File: config.mk
export PLATFORM = sky130hd
export DESIGN_NAME = rfphoenix_fifo_unloader
export DESIGN_NICKNAME = d
export VERILOG_FILES = /design/src/rtl/rfphoenix_fifo_unloader.sv
export SDC_FILE = /design/constraint.sdc
export NUM_CORES = 1
export LEC_CHECK = 0
export ABC_AREA = 1
export BUFFER_PORTS_ARGS = -buffer_cell sky130_fd_sc_hd__buf_2
export CORE_AREA = 2 2 39 41
export DETAILED_ROUTE_END_ITERATION = 8
export DIE_AREA = 0 0 41 43
export PLACE_DENSITY = 0.7
export SLEW_MARGIN = 10
export SYNTH_ARGS = -nofsm -noshare
export SYNTH_HDL_FRONTEND = slang
export SYNTH_SLANG_ARGS = --single-unit
File: constraint.sdc
create_clock -name clk -period 2.8 [get_ports clk]
set_clock_uncertainty 0.15 [all_clocks]
set_input_delay 0.56 -clock clk [delete_from_list [all_inputs] [get_ports clk]]
set_output_delay 0.56 -clock clk [all_outputs]
set_load 0.01 [all_outputs]
File: src/rtl/rfphoenix_fifo_unloader.sv
`default_nettype none
// ============================================================================
// Module  : rfphoenix_fifo_unloader
// Purpose : Credit-based prefetching unloader for a registered-dout FIFO;
//           presents a valid/ready stream. Optional stats counters are built
//           when RFPHOENIX_UNLOADER_STATS_EN is defined.
// Revision: 1.0
// ============================================================================
module rfphoenix_fifo_unloader #(
  parameter int WID = 3,
  parameter int LAT = 1
) (
  input  logic                      clk,
  input  logic                      rst,
  input  logic                      flush,
  input  logic                      fifo_empty,
  input  logic [WID-1:0]            fifo_dout,
  output logic                      fifo_rd,
  output logic                      o_v,
  output logic [WID-1:0]            o_data,
  input  logic                      o_rdy,
`ifdef RFPHOENIX_UNLOADER_STATS_EN
  output logic [31:0]               stall_cnt,
  output logic [31:0]               starve_cnt,
`endif
  output logic [$clog2(LAT+2)-1:0]  o_cnt
);

  localparam int BDEP = LAT + 1;
  localparam int CW   = $clog2(BDEP + 1);
  localparam int PW   = $clog2(BDEP);

  localparam logic [PW-1:0] PMAX   = PW'(BDEP - 1);
  localparam logic [CW-1:0] BDEP_C = CW'(BDEP);
  localparam logic [CW:0]   BDEP_W = (CW+1)'(BDEP);

  logic [PW-1:0]  wptr_q, wptr_d;
  logic [PW-1:0]  rptr_q, rptr_d;
  logic [CW-1:0]  cnt_q, cnt_d;
  logic [LAT-1:0] infl_q, infl_d;
  logic [LAT-1:0] w_infl_shift;
  logic [WID-1:0] mem_q [BDEP];

  logic           w_pop;
  logic           w_arrive;
  logic [CW-1:0]  w_pc;
  logic [CW:0]    w_used;

  function automatic logic [CW-1:0] popcnt(input logic [LAT-1:0] v);
    logic [CW-1:0] pc;
    pc = '0;
    for (int i = 0; i < LAT; i++) begin
      pc = pc + CW'(v[i]);
    end
    return pc;
  endfunction

  // Depth need not be a power of two, so wrap explicitly at the last slot.
  function automatic logic [PW-1:0] nxt_ptr(input logic [PW-1:0] p);
    return (p == PMAX) ? '0 : p + 1'b1;
  endfunction

  generate
    if (LAT == 1) begin : g_lat1
      assign w_infl_shift = fifo_rd;
    end else begin : g_latn
      assign w_infl_shift = {infl_q[LAT-2:0], fifo_rd};
    end
  endgenerate

  assign o_v      = (cnt_q != '0);
  assign o_data   = mem_q[rptr_q];
  assign o_cnt    = cnt_q;
  assign w_pop    = o_v & o_rdy;
  assign w_arrive = infl_q[LAT-1];
  assign w_pc     = popcnt(infl_q);

  // A slot freed by this cycle's handoff may be re-requested in the same cycle.
  assign w_used  = {1'b0, cnt_q} + {1'b0, w_pc} - {{CW{1'b0}}, w_pop};
  assign fifo_rd = ~rst & ~fifo_empty & ~flush & (w_used < BDEP_W);

  always_comb begin
    wptr_d = wptr_q;
    rptr_d = rptr_q;
    cnt_d  = cnt_q;
    infl_d = w_infl_shift;
    if (flush) begin
      wptr_d = '0;
      rptr_d = '0;
      cnt_d  = '0;
      infl_d = '0;
    end else begin
      if (w_arrive) wptr_d = nxt_ptr(wptr_q);
      if (w_pop)    rptr_d = nxt_ptr(rptr_q);
      case ({w_arrive, w_pop})
        2'b10:   cnt_d = cnt_q + 1'b1;
        2'b01:   cnt_d = cnt_q - 1'b1;
        default: cnt_d = cnt_q;
      endcase
    end
  end

  always_ff @(posedge clk or posedge rst) begin
    if (rst) begin
      wptr_q <= '0;
      rptr_q <= '0;
      cnt_q  <= '0;
      infl_q <= '0;
    end else begin
      wptr_q <= wptr_d;
      rptr_q <= rptr_d;
      cnt_q  <= cnt_d;
      infl_q <= infl_d;
    end
  end

  // Data dropped during flush: those pops were consumed, not returned.
  always_ff @(posedge clk or posedge rst) begin
    if (rst) begin
      for (int i = 0; i < BDEP; i++) begin
        mem_q[i] <= '0;
      end
    end else if (w_arrive && !flush) begin
      mem_q[wptr_q] <= fifo_dout;
    end
  end

`ifdef RFPHOENIX_UNLOADER_STATS_EN
  logic [31:0] stall_q;
  logic [31:0] starve_q;

  always_ff @(posedge clk or posedge rst) begin
    if (rst) begin
      stall_q  <= '0;
      starve_q <= '0;
    end else begin
      if (o_v && !o_rdy && (stall_q != '1))
        stall_q <= stall_q + 1'b1;
      if (!o_v && o_rdy && fifo_empty && (starve_q != '1))
        starve_q <= starve_q + 1'b1;
    end
  end

  assign stall_cnt  = stall_q;
  assign starve_cnt = starve_q;
`endif

`ifndef SYNTHESIS
  a_no_overflow: assert property (@(posedge clk) disable iff (rst)
    !(w_arrive && !flush && (cnt_q == BDEP_C)));
`endif

endmodule
`default_nettype wire

==> key figures, run 1 <==
Clocking
  – Total CTS buffers: 3
  – Htree depth: 1
  – CTS tree: done
  – CTS clk-pin slew, worst paths: 80 ps
  – TritonCTS Sinks: 11
  – Skew-Pair Late Insertion Delay: 270 ps
  – Clock Tree Root: clkbuf_4
  – Longest Clk Path Bufs: 2

Placement
  – Final Wtd Congestion: 0.795
  – HPWL after DPL: 854 um
  – Post-Place Worst Slack: 72.1 ps
  – Cell Area, Placed: 724 sq um
  – Port Buffers: 14

Layout
  – Area occupied by multi-input gates: 314 sq um
  – Share of cells above drive strength 1: 0.370
  – Nets: 112
  – Filler Cell Count: 129
  – Post-route cell area: 800 sq um
  – N_diodes: 0
  – Area Growth Syn to Fin: 30.7%
  – Storage cell area: 275 sq um

Logic synthesis
  – Yosys warnings: 0
  – Syn_nets: 86
  – Main flop type after synthesis: dfrtp_1
  – Cells after synthesis: 75
  – Synthesized area per cell: 8.16 sq um
  – Most common library cells after synthesis: 24 x nand2_1, 11 x dfrtp_1, 9 x nor2_1
  – Ys async rst share: 1.00
  – Mapped cell area: 612 sq um
  – Most frequent cell after synthesis: nand2_1
  – Post-synth top area share: 0.450
  – Number of synthesized flops with an enable pin: 0
  – FF+latch count, synth: 11
  – Dominant cells by area after synthesis: dfrtp_1 45%, nand2_1 15%, nor2_1 5.5%
  – Synth area leader: dfrtp_1
  – Unique cell type count in the Yosys netlist: 17
  – Seq/Total Area, Yosys: 0.450

Detailed routing
  – Total Wirelength: 1.24 mm
  – Vias per cell: 4.72
  – Detail Route Antenna Nets: 0
  – Iter 0 DRT Violations: 14
  – Routed len/inst: 10.7 um
  – TritonRoute pass-1 iters: 4
  – Post-route DRC violation count: 0
  – Via count: 547

Global routing
  – Grt ovf: 0
  – GRT Total Usage: 0.182
  – First-pass GRT wire length: 2.10 mm
  – Pin count of the biggest net entering global routing: 12
  – Vias in the first global route: 503
  – Initial antenna violation count: 0

Setup path
  – Crit end category: primary output
  – Crit start category: flip-flop
  – R2R setup slack: 750 ps
  – Critical path class: reg -> out
  – Crit-path max FO: 3
  – Worst R2R Path Depth: 9
  – Critical Path AT: 2090 ps
  – RR Endpoint: infl_q
  – CP required: 2090 ps
  – FF-to-FF Start: o_cnt[0]

STA
  – Fin crit period: 2800 ps
  – Final hold violations: 0
  – Final count of negative-setup-slack endpoints: 1
  – RSZ-0062 raised after global routing: yes
  – Post-route setup slack: -4.31 ps
  – Slew HR: 0.717
  – Final period util: 1.00
  – Fmax: 357 MHz
  – Slew of the pin with the lowest slew margin: 424 ps
  – Max-slew violation count: 0
  – Hold WS: 125 ps

Floorplan
  – Die width: 41 um
  – Die area: 1760 sq um
  – Die height: 43 um
  – Initial Util: 0.442
  – Area of the core: 1380 sq um
  – FP Rows: 14
  – I/O pin total: 15

Power and ir drop
  – Tot Pwr: 0.000724 W
  – Peak supply drop: 0.389 mV
  – Cell area power density: 906 nW/um^2
  – Leakage: 0.452 nW

Run
  – Max cap viols: 0

Status
  – Status: finished with violations
  – Failing checks: setup timing

Min path
  – Class of the worst hold path: in -> async
==> cell usage in the layout (no fill, tap or decap), drive strengths merged <==
| cell type | n |
|---|---|
| o21ai | 6 |
| nand2 | 27 |
| fa | 1 |
| or2 | 1 |
| clkbuf | 3 |
| nand3 | 6 |
| buf | 21 |
| ha | 2 |
| dfrtp | 11 |
| clkinv | 1 |
| xor2 | 1 |
| inv | 10 |
| nor2 | 9 |
| nand3b | 1 |
==> layout make-up <==
type,instances,share of cell area
tap,16,0.0250
sequential,11,0.344
inverter,10,0.0501
clock buffer,3,0.0282
timing repair buffer,21,0.153
multi-input combinational,54,0.393
clock inverter,1,0.00626
==> per-layer routing <==
metal	vias to the layer above	global-route usage	part of all wire
met3	4	0.0524	0.039
met1	251	0.234	0.46
li1	280	-	-
met2	12	0.259	0.47
met4	0	0.107	0.032
met5	-	0	0
==> kinds of logic after synthesis <==
group,share of synthesized area
AND/OR/NAND/NOR,0.348
flip-flops,0.450
buffers and inverters,0.0654
AO/OA/AOI/OAI,0.0491
adder cells (fa/ha/maj),0.0736
XOR/XNOR,0.0143
==> worst max-delay path, stage by stage (launching register included) <==
cell	delay, ps
dfrtp_1	400
inv_2	80
nand2_4	60
nand2_4	60
ha_1	210
or2_1	220
fa_1	410
xor2_2	170
nor2_1	90
buf_2	130
==> worst max-delay path by stage <==
| stage | from | endpoint | slack, ps | cells past startpoint |
|---|---|---|---|---|
| after detailed placement | o_rdy | fifo_rd | 70 | 8 |
| after global placement | o_rdy | fifo_rd | 80 | 8 |
| after CTS | o_cnt[0] | fifo_rd | 10 | 9 |
| final | o_cnt[0] | fifo_rd | -4 | 9 |
| after global routing | o_cnt[0] | fifo_rd | -110 | 9 |
| after floorplan | o_cnt[1] | fifo_rd | 140 | 8 |
==> what timing repair did <==
action / in CTS / in global routing
gates resized for setup: 1 / 2
buffers inserted: 4 / 0
endpoints found under the setup margin: 1 / 1
hold buffers: 0 / 0
pin swaps: 4 / 0
==> where the power goes <==
group          switching [W]  internal [W]  leakage [nW]
clock network      0.0000612     0.0000530        0.0177
logic               0.000203      0.000170         0.288
registers          0.0000312      0.000206         0.146
==> flip-flops by register name, indices dropped and copies added (netlist names) <==
signal  count
mem_q       6
o_cnt       2
infl_q      1
rptr_q      1
wptr_q      1
==> metrics by stage <==
step,std cells,utilization,TNS [ps]
after floorplan,75,-,0
after CTS,116,0.569,0
after global placement,108,0.524,0
final,116,0.578,-4.31
after detailed placement,108,0.524,0
after global routing,116,0.578,-112
Note: power is estimated with default switching activity, not from simulation.
==> run 2, diff against run 1 <==
--- a/config.mk
+++ b/config.mk
@@ -11,6 +11,7 @@
 export DETAILED_ROUTE_END_ITERATION = 8
 export DIE_AREA = 0 0 41 43
 export PLACE_DENSITY = 0.7
+export RECOVER_POWER = 50
 export SLEW_MARGIN = 10
 export SYNTH_ARGS = -nofsm -noshare
 export SYNTH_HDL_FRONTEND = slang
==> key figures, run 2 (same netlist as run 1, synthesis figures left out) <==
Clocking
  – Longest Clk Path Bufs: 2 (unchanged)
  – Cts hold-fix bufs: 0 (unchanged)
  – CTS tree: done (unchanged)
  – Total CTS buffers: 3 (unchanged)
  – CTS clk-pin slew, worst paths: 80 ps (about the same)
  – TritonCTS Sinks: 11 (unchanged)
  – Skew-Pair Late Insertion Delay: 280 ps (was 270 ps)
  – Clock Tree Root: clkbuf_4 (unchanged)
  – Htree depth: 1 (unchanged)

Power and ir drop
  – Power share of the sequential group: 0.326 (was 0.327)
  – Peak supply drop: 0.390 mV (was 0.389 mV)
  – Clock power share: 0.160 (was 0.158)
  – Leakage: 0.452 nW (unchanged)
  – P_int: 0.000429 W (about the same)
  – Net Sw Frac: 0.408 (about the same)
  – Switching Power: 0.000295 W (about the same)
  – Comb power frac: 0.514 (was 0.515)
  – Cell area power density: 911 nW/um^2 (was 906 nW/um^2)

Setup path
  – Crit-path max FO: 3 (unchanged)
  – Crit end category: primary output (unchanged)
  – Worst R2R Path Depth: 9 (unchanged)
  – Critical Path AT: 2090 ps (about the same)
  – Critical path class: reg -> out (unchanged)
  – Crit start category: flip-flop (unchanged)
  – CP required: 2090 ps (about the same)

Global routing
  – First-pass GRT wire length: 2.10 mm (unchanged)
  – Initial antenna violation count: 0 (unchanged)
  – Vias in the first global route: 503 (unchanged)
  – Grt ovf: 0 (unchanged)
  – GRT Total Usage: 0.182 (unchanged)
  – Pin count of the biggest net entering global routing: 12 (unchanged)

Floorplan
  – I/O pin total: 15 (unchanged)
  – Die width: 41 um (unchanged)
  – Area of the core: 1380 sq um (unchanged)
  – Die height: 43 um (unchanged)
  – Die area: 1760 sq um (unchanged)
  – Initial Util: 0.442 (unchanged)
  – FP Rows: 14 (unchanged)

Placement
  – Final Wtd Congestion: 0.795 (unchanged)
  – Cell Area, Placed: 724 sq um (unchanged)
  – Inst Count DP: 108 (unchanged)
  – Port Buffers: 14 (unchanged)
  – HPWL after DPL: 854 um (unchanged)

Detailed routing
  – Post-route DRC violation count: 0 (unchanged)
  – Via count: 548 (was 547)
  – Total Wirelength: 1.23 mm (was 1.24 mm)
  – Vias per cell: 4.72 (about the same)
  – Detail Route Antenna Nets: 0 (unchanged)
  – Routed len/inst: 10.6 um (was 10.7 um)
  – Iter 0 DRT Violations: 16 (was 14)
  – TritonRoute pass-1 iters: 4 (unchanged)

STA
  – Setup_tns: -3.76 ps (was -4.31 ps)
  – Slew of the pin with the lowest slew margin: 424 ps (about the same)
  – Fin crit period: 2800 ps (about the same)
  – Hold WS: 122 ps (was 125 ps)
  – Final count of negative-setup-slack endpoints: 1 (unchanged)
  – Max-slew violation count: 0 (unchanged)
  – Final period util: 1.00 (about the same)
  – Fmax: 357 MHz (about the same)
  – Post-route setup slack: -3.76 ps (was -4.31 ps)
  – Final hold violations: 0 (unchanged)
  – RSZ-0062 raised after global routing: yes (unchanged)
  – Slew HR: 0.717 (about the same)

Layout
  – Area Growth Syn to Fin: 29.9% (was 30.7%)
  – Most common cell after layout, fill and taps aside: nand2_1 (unchanged)
  – Max reg flops: 6 (unchanged)
  – Largest register by flop count: mem_q (unchanged)
  – Util after Layout: 0.574 (was 0.578)
  – Share of cells above drive strength 1: 0.360 (was 0.370)
  – Filler Cell Count: 130 (was 129)
  – N_diodes: 0 (unchanged)
  – Post-route cell area: 795 sq um (was 800 sq um)
  – Nets: 112 (unchanged)
  – Most frequent cells in the layout: 24 x nand2_1, 14 x buf_2, 11 x dfrtp_1, 9 x nor2_1, 7 x buf_4 (unchanged)
  – Finished Layout Cells: 116 (unchanged)

Status
  – Failing checks: setup timing (unchanged)
  – Status: finished with violations (unchanged)

Run
  – Max cap viols: 0 (unchanged)

Min path
  – Class of the worst hold path: in -> async (unchanged)
## run 2: repair_timing
| action | CTS | global route |
|---|---|---|
| buffers inserted | 4 | 0 |
| endpoints found under the hold margin | 0 | 0 |
| endpoints found under the setup margin | 1 | 1 |
| pin swaps | 4 | 0 |
| gates resized for setup | 1 | 2 |
## run 2: power groups by stage
stage	sequential, W	clock [W]	combinational, W
2_1_floorplan	0.000251	0	0.000199
3_3_place_gp	0.000238	0	0.000307
3_5_place_dp	0.000239	0	0.000316
4_1_cts	0.000236	0.000113	0.000354
5_1_grt	0.000240	0.000125	0.000425
6_report	0.000236	0.000115	0.000372
## run 2: layout make-up
class	count	area, sq um	area share
tap	16	20.0	0.0252
clock buffer	3	22.5	0.0283
multi-input combinational	54	309	0.389
timing repair buffer	21	123	0.154
clock inverter	1	5.00	0.00630
sequential	11	275	0.346
inverter	10	40.0	0.0504
## run 2: final timing paths
check,start,endpoint,slack (ps)
setup / recovery,o_cnt[0],fifo_rd,-4
hold / removal,rst,infl_q,120
setup reg to reg,o_cnt[0],infl_q,750
hold reg to reg,mem_q[5],mem_q[5],350
max in group asynchronous,rst,o_cnt[0],2080
min in group clk,mem_q[5],mem_q[5],350
## run 2: stage by stage
stage | setup WS (ps) | total power [W]
5_1_grt | -112 | 0.000790
4_1_cts | 14.8 | 0.000703
3_3_place_gp | 78.3 | 0.000545
2_1_floorplan | 139 | 0.000450
6_report | -3.76 | 0.000724
3_5_place_dp | 72.1 | 0.000555
## run 2: layer usage
metal | global-route usage | wire, um
met3 | 0.0524 | 69
met5 | 0 | 0
met4 | 0.107 | 40
met1 | 0.234 | 548
met2 | 0.259 | 574
## run 2: critical path, cell delays in order, from the launching register on
cell and delay, ps:
dfrtp_1 400, inv_2 80, nand2_4 60, nand2_4 60, ha_1 210, or2_1 220
fa_1 410, xor2_2 170, nor2_1 90, buf_2 130
==> run 3, diff against run 2 <==
--- a/config.mk
+++ b/config.mk
@@ -7,10 +7,12 @@
 export LEC_CHECK = 0
 export ABC_AREA = 1
 export BUFFER_PORTS_ARGS = -buffer_cell sky130_fd_sc_hd__buf_2
-export CORE_AREA = 2 2 39 41
+export CELL_PAD_IN_SITES_DETAIL_PLACEMENT = 0
+export CELL_PAD_IN_SITES_GLOBAL_PLACEMENT = 2
+export CORE_ASPECT_RATIO = 1.25
+export CORE_UTILIZATION = 28
 export DETAILED_ROUTE_END_ITERATION = 8
-export DIE_AREA = 0 0 41 43
-export PLACE_DENSITY = 0.7
+export PLACE_DENSITY_LB_ADDON = 0.1
 export RECOVER_POWER = 50
 export SLEW_MARGIN = 10
 export SYNTH_ARGS = -nofsm -noshare
==> key figures, run 3 (same netlist as run 1, synthesis figures left out) <==
Power and ir drop
  – Switching Power: 0.000288 W (was 0.000295 W)
  – Comb power frac: 0.516 (was 0.514)
  – Net Sw Frac: 0.397 (was 0.408)
  – Power share of the sequential group: 0.330 (was 0.326)
  – Leakage: 0.454 nW (was 0.452 nW)
  – Cell area power density: 888 nW/um^2 (was 911 nW/um^2)
  – Clock power share: 0.153 (was 0.160)
  – Peak supply drop: 0.455 mV (was 0.390 mV)
  – Tot Pwr: 0.000724 W (about the same)
  – P_int: 0.000437 W (was 0.000429 W)

STA
  – Hold WS: 144 ps (was 122 ps)
  – Fmax: 363 MHz (was 357 MHz)
  – Slew of the pin with the lowest slew margin: 452 ps (was 424 ps)
  – Max-slew violation count: 0 (unchanged)
  – Final period util: 0.983 (was 1.00)
  – Final hold violations: 0 (unchanged)
  – Slew HR: 0.699 (was 0.717)
  – Final count of negative-setup-slack endpoints: 0 (was 1)
  – RSZ-0062 raised after global routing: yes (unchanged)
  – Post-route setup slack: 46.8 ps (was -3.76 ps)
  – Fin crit period: 2750 ps (was 2800 ps)
  – Setup_tns: 0 ps (was -3.76 ps)

Placement
  – Cell Area, Placed: 729 sq um (was 724 sq um)
  – Final Wtd Congestion: 0.664 (was 0.795)
  – Port Buffers: 14 (unchanged)
  – Post-Place Worst Slack: 67.9 ps (was 72.1 ps)
  – HPWL after DPL: 1.02 mm (was 854 um)

Detailed routing
  – TritonRoute pass-1 iters: 7 (was 4)
  – Total Wirelength: 1.32 mm (was 1.23 mm)
  – Detail Route Antenna Nets: 0 (unchanged)
  – Vias per cell: 4.48 (was 4.72)
  – Post-route DRC violation count: 1 (was 0)
  – Routed len/inst: 10.9 um (was 10.6 um)
  – Iter 0 DRT Violations: 8 (was 16)
  – Via count: 542 (was 548)

Layout
  – Share of cells above drive strength 1: 0.366 (was 0.360)
  – Area Growth Syn to Fin: 33.3% (was 29.9%)
  – Most frequent cells in the layout: 24 x nand2_1, 14 x buf_2, 11 x dfrtp_1, 9 x nor2_1, 8 x buf_4 (was 24 x nand2_1, 14 x buf_2, 11 x dfrtp_1, 9 x nor2_1, 7 x buf_4)
  – Storage cell area: 275 sq um (unchanged)
  – Max reg flops: 6 (unchanged)
  – Area occupied by multi-input gates: 319 sq um (was 309 sq um)
  – Nets: 113 (was 112)
  – Filler Cell Count: 237 (was 130)
  – Most common cell after layout, fill and taps aside: nand2_1 (unchanged)
  – Post-route cell area: 816 sq um (was 795 sq um)
  – N_diodes: 0 (unchanged)
  – Largest register by flop count: mem_q (unchanged)

Setup path
  – Critical path class: reg -> out (unchanged)
  – Slowest CP cell: fa_1 (unchanged)
  – CP required: 2090 ps (about the same)
  – CP peak stage delay: 490 ps (was 410 ps)
  – FF-to-FF Start: o_cnt[1] (was o_cnt[0])
  – CP endpoint: fifo_rd (unchanged)
  – CP startpoint: o_cnt[1] (was o_cnt[0])
  – Crit end category: primary output (unchanged)
  – Worst R2R Path Depth: 8 (was 9)
  – Crit start category: flip-flop (unchanged)
  – Cells along the critical path: inv_2 > nand2_4 > nand2_4 > ha_4 > or2_1 > fa_1 > nand3_2 > nor2_1 > buf_2 (was inv_2 > nand2_4 > nand2_4 > ha_1 > or2_1 > fa_1 > xor2_2 > nor2_1 > buf_2)
  – Crit-path max FO: 2 (was 3)
  – RR Endpoint: infl_q (unchanged)
  – Critical Path AT: 2040 ps (was 2090 ps)
  – Most used cell along the critical path: nand2_4 (unchanged)
  – R2R setup slack: 920 ps (was 750 ps)

Floorplan
  – Die area: 2380 sq um (was 1760 sq um)
  – FP Rows: 18 (was 14)
  – I/O pin total: 15 (unchanged)
  – Die height: 54.3 um (was 43 um)
  – Initial Util: 0.302 (was 0.442)
  – Die width: 43.8 um (was 41 um)
  – Area of the core: 2030 sq um (was 1380 sq um)

Global routing
  – Pin count of the biggest net entering global routing: 12 (unchanged)
  – GRT Total Usage: 0.150 (was 0.182)
  – First-pass GRT wire length: 2.41 mm (was 2.10 mm)
  – Grt ovf: 0 (unchanged)
  – Initial antenna violation count: 0 (unchanged)
  – Vias in the first global route: 531 (was 503)

Status
  – Status: finished with violations (unchanged)
  – Failing checks: DRC (was setup timing)

Clocking
  – Skew-Pair Late Insertion Delay: 260 ps (was 280 ps)
  – Longest Clk Path Bufs: 2 (unchanged)
  – Total CTS buffers: 3 (unchanged)
  – CTS tree: done (unchanged)
  – CTS clk-pin slew, worst paths: 70 ps (was 80 ps)
  – TritonCTS Sinks: 11 (unchanged)
  – Clock Tree Root: clkbuf_4 (unchanged)
  – Htree depth: 1 (unchanged)

Run
  – Max cap viols: 0 (unchanged)

Min path
  – Class of the worst hold path: in -> async (unchanged)
==> run 3: worst min-delay path by stage <==
stage               depth (start not counted)  endpoint     start
floorplan                                   1    infl_q       rst
global placement                            2  mem_q[3]  mem_q[3]
detailed placement                          2  mem_q[3]  mem_q[3]
CTS                                         2  mem_q[3]       rst
global route                                2    wptr_q       rst
finish                                      2    wptr_q       rst
==> run 3: critical path: cells and delay by family, from the launching register on <==
family / cells / cell delay (ps)
buffers and inverters: 2 / 210
AND/OR/NAND/NOR: 5 / 480
adder cells (fa/ha/maj): 2 / 670
flip-flops: 1 / 390
==> run 3: final cells by class <==
type,instances,area share
Tap cell,20,0.0307
Multi-Input combinational cell,54,0.391
Sequential cell,11,0.337
Timing Repair Buffer,22,0.160
Inverter,10,0.0491
Clock buffer,4,0.0322
==> run 3: repair_timing <==
action	CTS	global route
pin swaps	5	0
setup endpoints to repair	1	1
buffers inserted	5	0
gates cloned	0	0
hold buffers	0	0
gates resized for setup	0	3
==> run 3: through the flow <==
stage,std cells,util
after floorplan,75,-
after global placement,112,0.360
after detailed placement,112,0.360
after CTS,121,0.391
after global routing,121,0.402
final,121,0.402
==> run 3: power by group through the flow <==
stage | clock (W) | combinational [W] | sequential (W)
global route | 0.000131 | 0.000429 | 0.000245
detailed placement | 0 | 0.000317 | 0.000242
global placement | 0 | 0.000316 | 0.000241
CTS | 0.000117 | 0.000365 | 0.000239
finish | 0.000111 | 0.000374 | 0.000239
floorplan | 0 | 0.000199 | 0.000251
==> run 3: routing by layer <==
layer | part of all wire | global-route usage
met5 | 0 | 0
met1 | 0.44 | 0.160
met3 | 0.029 | 0.0396
met2 | 0.52 | 0.261
met4 | 0.011 | 0.0938
